==> src/rtl/prime_input_deserializer.sv <==
// Assembles nbits-wide candidates from chunk_bits slices clocked in by an async pin strobe,
// then presents each completed word to the prime detector over a val/rdy handshake.
`timescale 1ns/1ps
module prime_input_deserializer #(
  parameter int nbits      = 16,
  parameter int chunk_bits = 4
) (
  input  logic                                clk,
  input  logic                                reset_n,
  input  logic [chunk_bits-1:0]               in_data,
  input  logic                                in_strobe,
  output logic [nbits-1:0]                    out_msg,
  output logic                                out_val,
  input  logic                                out_rdy,
  output logic                                out_ovf,
  output logic [$clog2(nbits/chunk_bits):0]   out_count
);

  // state   | meaning
  // COLLECT | shifting in slices, out_val low, out_rdy ignored
  // FULL    | complete word held on out_msg, waiting for out_rdy

  localparam int NSLICE = nbits / chunk_bits;
  localparam int CW     = $clog2(NSLICE) + 1;

  typedef enum logic {ST_COLLECT, ST_FULL} state_t;

  logic              r_rst_meta, r_rst_sync;
  logic              r_s1, r_s2, r_s3;
  state_t            r_state;
  logic [nbits-1:0]  r_msg;
  logic              r_val, r_ovf;
  logic [CW-1:0]     r_count;

  logic              w_rst_n;
  logic              w_edge;
  logic              w_xfer;
  logic [nbits-1:0]  w_shifted;
  logic [CW-1:0]     w_count_inc;

  // Reset asserts asynchronously but releases on clk so the FSM never sees a runt release.
  always_ff @(posedge clk or negedge reset_n) begin
    if (!reset_n) begin
      r_rst_meta <= 1'b0;
      r_rst_sync <= 1'b0;
    end else begin
      r_rst_meta <= 1'b1;
      r_rst_sync <= r_rst_meta;
    end
  end

  assign w_rst_n = r_rst_sync;

  always_ff @(posedge clk or negedge w_rst_n) begin
    if (!w_rst_n) begin
      r_s1 <= 1'b0;
      r_s2 <= 1'b0;
      r_s3 <= 1'b0;
    end else begin
      r_s1 <= in_strobe;
      r_s2 <= r_s1;
      r_s3 <= r_s2;
    end
  end

  assign w_edge      = r_s2 & ~r_s3;
  assign w_xfer      = r_val & out_rdy;
  assign w_shifted   = {r_msg[nbits-chunk_bits-1:0], in_data};
  assign w_count_inc = r_count + CW'(1);

  always_ff @(posedge clk or negedge w_rst_n) begin
    if (!w_rst_n) begin
      r_state <= ST_COLLECT;
      r_msg   <= '0;
      r_val   <= 1'b0;
      r_ovf   <= 1'b0;
      r_count <= '0;
    end else begin
      case (r_state)
        ST_COLLECT: begin
          if (w_edge) begin
            r_msg   <= w_shifted;
            r_count <= w_count_inc;
            if (w_count_inc == CW'(NSLICE)) begin
              r_state <= ST_FULL;
              r_val   <= 1'b1;
            end
          end
        end
        ST_FULL: begin
          if (w_xfer) begin
            r_val   <= 1'b0;
            r_ovf   <= 1'b0;
            r_state <= ST_COLLECT;
            // A slice landing on the transfer cycle starts the next word.
            if (w_edge) begin
              r_msg   <= w_shifted;
              r_count <= CW'(1);
            end else begin
              r_count <= '0;
            end
          end else if (w_edge) begin
            r_ovf <= 1'b1;
          end
        end
        default: r_state <= ST_COLLECT;
      endcase
    end
  end

  assign out_msg   = r_msg;
  assign out_val   = r_val;
  assign out_ovf   = r_ovf;
  assign out_count = r_count;

endmodule

==> config.mk <==
export PLATFORM = sky130hd
export DESIGN_NAME = prime_input_deserializer
export DESIGN_NICKNAME = d
export VERILOG_FILES = /design/src/rtl/prime_input_deserializer.sv
export SDC_FILE = /design/constraint.sdc
export NUM_CORES = 1
export LEC_CHECK = 0
export BUFFER_PORTS_ARGS = -buffer_cell sky130_fd_sc_hd__buf_4
export CAP_MARGIN = 20
export CORE_MARGIN = 3
export CORE_UTILIZATION = 35
export DETAILED_ROUTE_END_ITERATION = 10
export SLEW_MARGIN = 0
export SYNTH_ARGS = -nofsm -noshare
export SYNTH_HDL_FRONTEND = slang
export SYNTH_SLANG_ARGS = --single-unit
==> constraint.sdc <==
create_clock -name clk -period 1.12 [get_ports clk]
set_input_delay 0.224 -clock clk [delete_from_list [all_inputs] [get_ports clk]]
set_output_delay 0.224 -clock clk [all_outputs]
set_load 0.05 [all_outputs]
Yosys cells after proc, flatten, opt, wreduce, memory -nomap -nowiden
Cells that the tools add are included.

Word-level logic and storage cells: 40. Flip-flop bits (word level): 27. Bits of input ports: 8.

Reductions and logical operators: 4. Bitwise logic cells: 4. Mux-type cells: 17. $add $sub $neg: 1. Eq/ne operators: 4.

Operators with widths (count): two-way mux 16 bit (2); case mux 16 bit (2 select lines) (1); two-way mux 1 bit (9); two-way mux 3 bit (2); case mux 3 bit (2 select lines) (1); inequality test 2 bit (second input constant) (2); case mux 1 bit (2 select lines) (2); AND reduction 2 bit (2); adder 3 x 1 -> 3 bit (second input constant) (1); == test 3 bit (second input constant) (1); AND reduction 3 bit (1); bitwise AND 1 bit (2); inequality test 2 x 1 -> 1 bit (second input constant) (1); NOT 1 bit (2); nonzero test 2 bit (1).

Longest topological paths before layout
Gate-level depths: netlist (run 1).

Word-level depth: 5. Gate-level depth with buffers: 4. Mapped depth without buffers: 3.

Least setup slack after synthesis (run 1)
Ideal clock, no wire load.

Kind: flip-flop to flip-flop. Start: reg r_val, in the netlist out_val. End: reg r_msg[10], in the netlist out_msg[10]. Arrival: 1547 ps. Library setup time: 125 ps. Stages on the path, launching flop included: 5. Path buffers: 1. Period minus slack after synthesis: 1672 ps. Data required time: 995 ps. Setup slack: -552 ps. Cells stage by stage: dfrtp_1 > nand2_2 > a21oi_4 > buf_12 > mux2_4.

Cells in the longest elaborated chain, start to end: 2.

RTL lines: from (decl) (line 32) `logic r_val, r_ovf;`; from (signal assigned) (line 75) `r_val <= 1'b0;`; from (signal assigned) (line 86) `r_val <= 1'b1;`; from (signal assigned) (line 92) `r_val <= 1'b0;`; bitwise AND 1 bit (line 67) `assign w_xfer = r_val & out_rdy;`; inequality test 2 x 1 -> 1 bit (no source line); to (signal assigned) (line 82) `r_msg <= w_shifted;`; to (signal assigned) (line 97) `r_msg <= w_shifted;`; to (decl) (line 31) `logic [nbits-1:0] r_msg;`.

Every way passes these cells. A chain may end at the register's enable or synchronous reset.

Worst setup path in the final report (run 1)
Start: reg r_s3. End: reg r_msg[4], in the netlist out_msg[4].

Cells in the longest elaborated chain, start to end: 5.

RTL lines: from (decl) (line 29) `logic r_s1, r_s2, r_s3;`; from (signal assigned) (line 62) `r_s3 <= r_s2;`; NOT 1 bit * (line 66) `assign w_edge = r_s2 & ~r_s3;`; bitwise AND 1 bit * (line 66); two-way mux 16 bit *; two-way mux 16 bit; case mux 16 bit (2 select lines) *.

Mark *: on every way between the ends. The rest lies on a longest branch, timed or not. The select of a mux whose other input is x is not followed.

==> impl_metrics.tcl, run 1 <==
set metrics [dict create \
    vias 728 \
    timing.max_cap.violations 0 \
    antenna_found_initial 0 \
    wl_mm 2.11 \
    die_h_microns 61.5 \
    path_max_fanout 17 \
    io_buffers 28 \
    crit_family "flip-flops" \
    syn_inst 66 \
    yosysTopAreaCellShare_pct 62.6 \
    root_buffer "clkbuf_4" \
    reg2reg_depth 4 \
    design.die.area_sq_um 3780 \
    cp.required_ps 1340 \
    fp-row-count 19 \
    wire_per_inst_microns 13.0 \
    finClkSkew_ps 1.95 \
    finalCritPeriodShare_pct 118 \
    rsz0062_at_grt "yes" \
    post_synth.cell_area_avg_sq_um 16.3 \
    ys_ff_latch 27 \
    leakagePower_nw 0.850 \
    critPathCapture "out_msg[4]" \
    grt_pass1_vias 794 \
    h-tree-depth 1 \
    r2r_setup_slack_ps -200 \
    cp_cell_sequence "nand2b_4 > a21oi_4 > buf_12 > mux2_2" \
    overflow 0 \
    cp.depth 4 \
    hpwl_mm 1.40 \
    place_area_sq_um 1400 \
    clk_pin_slew_worst_paths_ps 140 \
    clock_sinks 27 \
    die_w_microns 61.5 \
    cp-start-kind "register" \
    setup_tns_ps -3250 \
    cp_slowest_cell "dfrtp_1" \
    dp_cells 133 \
    hold_path.class "in2reg" \
    setup_viol 32 \
    drc 0 \
    drive_above_1_share_pct 68.7 \
    rr_startpoint "r_s3" \
    violations "setup timing" \
    ys_warn_count 0 \
    grt_max_degree 18 \
    power_per_cell_area_nw_per_um2 3380 \
    clk_latency_ps 320 \
    yosysUniqueCellTypes 20 \
    cts_inserted_buffers 3 \
    fmax_mhz 759 \
    drtIter0Drc 22 \
    finalInstanceArea_sq_um 1750 \
    synth_top_area_cell "dfrtp_1" \
    final_cells 162 \
    grt_first_pass_wirelength_mm 3.46 \
    hold_depth 2 \
    path_class "reg2reg" \
    n_antenna_cell 0 \
    ant_nets 0 \
    dr.pass1.iters 4 \
    tritoncts "done" \
    via_per_inst 4.49 \
    area_growth_pct 62.4 \
    boundaryPins 29 \
    syn-num-nets 76 \
    crit_buf_inv 1 \
    r2r_end "out_msg[4]" \
    syn_area_sq_um 1080 \
    gr-usage-all-layers_pct 12.5 \
    arrival_ps 1540 \
    nets 142 \
    drv_slew 0 \
    nFillCells 227 \
    start_util_pct 37.8 \
    synth.area.top_cells "dfrtp_1 63%, mux2_4 13%, mux2_2 7.3%, ha_1 2.3%, a32o_1 1.9%" \
    cp-end-kind "register" \
    core-area_sq_um 2850 \
    fin_crit_ps 1320 \
    status "finished with violations" \
    peakVddDrop_mv 1.47 \
    gp_congestion 0.741 \
    final.setup.worst_slack_ps -197 \
    hold_viol 0 \
    critPathLaunch "r_s3" \
    synth_seq_area_share_pct 62.6 \
    cpPeakStageDelay_ps 410 \
    clk_path_buf_depth 2 \
]
==> metal layers <==
metal	part of all wire (%)	global-route usage [%]	vias to the layer above
met4	0.90	6.36	0
li1	-	-	359
met1	44	15.5	354
met5	0	0	-
met3	3.4	2.73	2
met2	52	20.6	13
==> synthesized netlist by cell type (all sizes together) <==
cell type	n
xor2	1
dfrtp	27
xnor2	1
nand3	1
nor2	1
o21ai	1
mux2i	1
mux2	16
nand2	6
conb	1
buf	1
a32o	2
a21oi	1
ha	2
nand2b	1
o21a	1
nor3b	1
inv	1
==> where the power goes <==
part,internal (W),leakage [nW],switching (W)
Clock,0.000134,0.0177,0.000275
Combinational,0.00185,0.516,0.00198
Sequential,0.00137,0.316,0.000314
==> logic make-up after synthesis <==
group | share of synthesized area, %
compound gates | 4.52
xor+xnor | 1.62
fa+ha+maj | 2.32
buf+inv | 2.20
flops | 62.6
mux | 20.8
other cells | 0.348
simple gates | 5.57
==> worst register-to-register path, stage by stage (launching register included) <==
cell and delay, ps:
dfrtp_1 410, nand2b_4 150, a21oi_4 130, buf_12 180, mux2_2 350
==> state kept, by name (all words and copies together), names as in the netlist <==
| name | count |
|---|---|
| r_s1 | 1 |
| r_rst_sync | 1 |
| out_ovf | 1 |
| r_state | 1 |
| out_msg | 16 |
| out_count | 3 |
| out_val | 1 |
| r_s3 | 1 |
| r_rst_meta | 1 |
| r_s2 | 1 |
==> how the worst min path moves through the flow <==
stage | start | endpoint | slack [ps]
finish | in_data[1] | out_msg[1] | 120
global route | in_data[1] | out_msg[1] | 100
global placement | reset_n | r_rst_meta | 7
CTS | in_data[1] | out_msg[1] | 100
floorplan | reset_n | r_rst_meta | -70
detailed placement | reset_n | r_rst_meta | 7
==> metrics by stage <==
stage,power (W),hold WS (ps),setup WS [ps],util [%]
global placement,0.00447,6.63,-150,49.2
CTS,0.00583,103,-192,60.1
global route,0.00624,96.8,-227,61.4
finish,0.00592,124,-197,61.4
detailed placement,0.00454,7.47,-186,49.2
floorplan,0.00362,-71.6,-370,-
==> area by class of cell <==
cell class / count / area, sq um / area share, %
Sequential cell: 27 / 679 / 38.8
Timing Repair Buffer: 62 / 584 / 33.4
Multi-Input combinational cell: 37 / 418 / 23.9
Tap cell: 31 / 38.8 / 2.21
Clock buffer: 3 / 22.5 / 1.29
Clock inverter: 1 / 5.00 / 0.286
Inverter: 1 / 3.75 / 0.214
==> layout by cell type (no fill, tap or decap) <==
cell type      Yosys  final
buf_8              0      2
o21ai_1            0      1
nand3_2            0      1
xnor2_1            1      1
buf_4              0     34
dlygate4sd3_1      0      2
o21a_1             1      1
xor2_2             0      1
mux2_2             7      5
nor3b_4            0      1
ha_4               0      1
clkinv_2           0      1
mux2i_1            1      1
conb_1             1      1
mux2_4             9     11
a21oi_4            1      1
nand2_1            5      5
buf_12             1      1
clkbuf_4           0      3
ha_1               2      1
dfrtp_1           27     24
inv_1              1      1
dfrtp_2            0      3
buf_6              0     23
nand2_2            1      1
nand2b_4           1      1
nor2_1             1      1
a32o_1             2      2
==> timing repair <==
action,in CTS,in global routing
hold buffers,2,0
gates resized for setup,28,5
setup endpoints to repair,42,42
buffers inserted,20,3
hold endpoints to repair,3,0
gates cloned,0,0
pin swaps,4,1
No activity file was read; power rests on OpenSTA's default activity.
==> inputs of run 2 (changes only) <==
--- a/config.mk
+++ b/config.mk
@@ -10,6 +10,7 @@
 export CORE_MARGIN = 3
 export CORE_UTILIZATION = 35
 export DETAILED_ROUTE_END_ITERATION = 10
+export SKIP_CTS_REPAIR_TIMING = 1
 export SLEW_MARGIN = 0
 export SYNTH_ARGS = -nofsm -noshare
 export SYNTH_HDL_FRONTEND = slang
==> impl_metrics.tcl, run 2 (same netlist as run 1, synthesis figures left out) <==
set metrics [dict create \
    status "finished with violations" \
    violations "setup timing" \
    gr-usage-all-layers_pct 10.9 \
    io_buffers 28 \
    vias 705 \
    timing.max_cap.violations 0 \
    tritoncts "done" \
    final.setup.worst_slack_ps -197 \
    start_util_pct 37.8 \
    die_h_microns 61.5 \
    cp-start-kind "register" \
    antenna_found_initial 0 \
    rsz0062_at_grt "yes" \
    top_layer "met4" \
    drive_above_1_share_pct 67.2 \
    nets 133 \
    grt_first_pass_wirelength_mm 2.97 \
    finalCritPeriodShare_pct 118 \
    clk_latency_ps 320 \
    fp-row-count 19 \
    drtIter0Drc 9 \
    final_cell_mix "25 x buf_4, 24 x dfrtp_1, 24 x buf_6" \
    via_per_inst 4.61 \
    clock_sinks 27 \
    cts_inserted_buffers 3 \
    drc 0 \
    grt_max_degree 18 \
    path_class "reg2reg" \
    boundaryPins 29 \
    fin_crit_ps 1320 \
    wl_met1_microns 833 \
    path_max_fanout 17 \
    hold_path.class "in2reg" \
    setup_tns_ps -3370 \
    n_antenna_cell 0 \
    dr.pass1.iters 3 \
    h-tree-depth 1 \
    largest_register_ffs 16 \
    drv_slew 0 \
    wl_met3_microns 71 \
    root_buffer "clkbuf_4" \
    wl_met2_mm 1.00 \
    wire_per_inst_microns 12.6 \
    clk_path_buf_depth 2 \
    setup_viol 34 \
    die_w_microns 61.5 \
    ant_nets 0 \
    overflow 0 \
    area_growth_pct 56.4 \
    hold_viol 0 \
    post-place-ws_ps -186 \
    design.die.area_sq_um 3780 \
    grt_pass1_vias 658 \
    gp_congestion 0.741 \
    finClkSkew_ps 2.17 \
    fmax_mhz 759 \
    cp-end-kind "register" \
    arrival_ps 1540 \
    wl_mm 1.93 \
    clk_pin_slew_worst_paths_ps 140 \
    cp.required_ps 1340 \
    final_common_cell "buf_4" \
    hpwl_mm 1.40 \
    finalHoldWorstSlack_ps 127 \
    core-area_sq_um 2850 \
]
==> run 2: cell types whose count changed in the layout (fill, tap and decap cells not counted) <==
cell	delta
buf_4	-9
buf_6	+1
buf_8	-1
mux2_2	+1
mux2_4	-1
nand2_1	-1
nand2_2	+1
nand3_2	-1
nand3_4	+1
o21ai_0	+1
o21ai_1	-1
==> run 2: worst max-delay path, stage by stage (launching register included) <==
cell,delay (ps)
dfrtp_1,410
nand2b_4,150
a21oi_4,130
buf_12,180
mux2_2,340
==> run 2: worst paths after layout <==
check	start	end	slack, ps	cells after the start
max	r_s3	out_msg[4]	-200	4
min	in_data[1]	out_msg[1]	130	2
max reg2reg	r_s3	out_msg[4]	-200	4
min reg2reg	r_rst_sync	out_msg[6]	200	1
max in group asynchronous	r_rst_sync	out_val	740	1
min in group asynchronous	reset_n	r_rst_sync	200	2
==> run 2: area by class of cell <==
type	count	area (sq um)
clock inverter	1	5.00
sequential	27	679
fill	231	1170
tap	31	38.8
clock buffer	3	22.5
multi-input combinational	37	424
inverter	1	3.75
timing repair buffer	53	513
==> run 2: through the flow <==
step,instance area [sq um],cells,util (%)
4_1_cts,1430,137,50.2
2_1_floorplan,1090,66,-
3_5_place_dp,1400,133,49.2
3_3_place_gp,1400,133,49.2
6_report,1690,153,59.1
5_1_grt,1690,153,59.1
==> run 2: per-layer routing <==
metal	up-vias	track usage, %
met3	2	2.73
met1	349	13.6
met4	0	6.36
met2	13	17.0
met5	-	0
li1	341	-
Power of run 2 is not shown: default switching activity piles up to over one toggle a cycle in this logic, so the estimate is an artifact.
==> inputs of run 3 (changes only) <==
--- a/config.mk
+++ b/config.mk
@@ -6,10 +6,13 @@
 export NUM_CORES = 1
 export LEC_CHECK = 0
 export BUFFER_PORTS_ARGS = -buffer_cell sky130_fd_sc_hd__buf_4
-export CAP_MARGIN = 20
+export CELL_PAD_IN_SITES_DETAIL_PLACEMENT = 0
+export CELL_PAD_IN_SITES_GLOBAL_PLACEMENT = 1
+export CORE_ASPECT_RATIO = 0.9
 export CORE_MARGIN = 3
 export CORE_UTILIZATION = 35
 export DETAILED_ROUTE_END_ITERATION = 10
+export PLACE_DENSITY_LB_ADDON = 0.1
 export SKIP_CTS_REPAIR_TIMING = 1
 export SLEW_MARGIN = 0
 export SYNTH_ARGS = -nofsm -noshare
==> impl_metrics.tcl, run 3 (same netlist as run 1, synthesis figures left out) <==
set metrics [dict create \
    status "finished with violations" \
    violations "setup timing" \
    timing.max_cap.violations 0 \
    leakagePower_nw 0.832 \
    wl_mm 2.02 \
    final_cell_mix "25 x buf_4, 23 x dfrtp_1, 23 x buf_6" \
    boundaryPins 29 \
    dp_cells 143 \
    overflow 0 \
    gr-usage-all-layers_pct 10.4 \
    hpwl_mm 1.31 \
    finalHoldWorstSlack_ps 134 \
    final.setup.worst_slack_ps -217 \
    gp_congestion 0.718 \
    clk_pin_slew_worst_paths_ps 140 \
    cts_inserted_buffers 3 \
    setup_tns_ps -3640 \
    finClkSkew_ps 5.26 \
    power_per_cell_area_nw_per_um2 3310 \
    wire_per_inst_microns 12.4 \
    clock_sinks 27 \
    root_buffer "clkbuf_4" \
    grt_pass1_vias 653 \
    hold_viol 0 \
    rsz0062_at_grt "yes" \
    drc 0 \
    clk_path_buf_depth 2 \
    path_class "reg2reg" \
    report.power.total_w 0.00575 \
    largest_register_ffs 16 \
    finalCritPeriodShare_pct 119 \
    hold_path.class "in2reg" \
    cp.required_ps 1330 \
    drv_slew 0 \
    fp-row-count 18 \
    grt_first_pass_wirelength_mm 3.06 \
    cp-end-kind "register" \
    io_buffers 28 \
    ant_nets 0 \
    final_cells 163 \
    die_w_microns 64.5 \
    h-tree-depth 1 \
    post-place-ws_ps -190 \
    fin_crit_ps 1340 \
    drive_above_1_share_pct 68.3 \
    start_util_pct 38.0 \
    tritoncts "done" \
    setup_viol 29 \
    fmax_mhz 748 \
    arrival_ps 1550 \
    dr.pass1.iters 2 \
    grt_max_degree 18 \
    core-area_sq_um 2840 \
    via_per_inst 4.44 \
    nets 134 \
    final_common_cell "buf_4" \
    n_antenna_cell 0 \
    antenna_found_initial 0 \
    drtIter0Drc 47 \
    path_max_fanout 8 \
    nFillCells 240 \
    cp-start-kind "register" \
    peakVddDrop_mv 2.05 \
    area_growth_pct 61.1 \
    design.die.area_sq_um 3780 \
    vias 723 \
    die_h_microns 58.7 \
    clk_latency_ps 310 \
]
run 3: power breakdown:
part / leakage (nW) / total, W / internal (W) / switching, W
sequential: 0.314 / 0.00171 / 0.00137 / 0.000341
combinational: 0.502 / 0.00363 / 0.00174 / 0.00190
clock: 0.0150 / 0.000406 / 0.000139 / 0.000267
total: 0.832 / 0.00575 / 0.00324 / 0.00250
run 3: final cells by class:
type	instances	area, sq um	area share [%]
multi-input combinational	37	435	25.1
inverter	1	3.75	0.216
tap	40	50.0	2.88
timing repair buffer	54	542	31.2
sequential	27	681	39.2
clock buffer	4	26.3	1.51
run 3: path summary, 6_finish.rpt:
check                                start     endpoint  slack [ps]  cells past startpoint
min in group asynchronous       r_rst_sync         r_s1         180                      1
worst min register to register  r_rst_sync         r_s1         180                      1
max in group asynchronous       r_rst_sync      r_state         700                      1
worst max-delay path                  r_s3  out_msg[15]        -220                      4
worst min-delay path            in_data[2]   out_msg[2]         130                      2
worst max register to register        r_s3  out_msg[15]        -220                      4
run 3: through the flow:
step | util (%) | cell area, sq um
after floorplan | - | 1090
after global placement | 50.1 | 1420
after detailed placement | 50.1 | 1420
after CTS | 51.1 | 1450
after global routing | 61.2 | 1740
final | 61.2 | 1740
run 3: per-layer routing:
layer	GRT usage [%]	vias to the layer above	share of wire (%)
li1	-	339	-
met1	13.7	362	45
met2	15.9	20	49
met3	4.77	2	5.6
met4	2.41	0	0.74
met5	0	-	0
run 3: worst max-delay path, stage by stage, from the launching register on:
cell and delay [ps]:
dfrtp_1 410, nand2b_4 150, a21oi_4 180, clkbuf_16 200, mux2_4 300
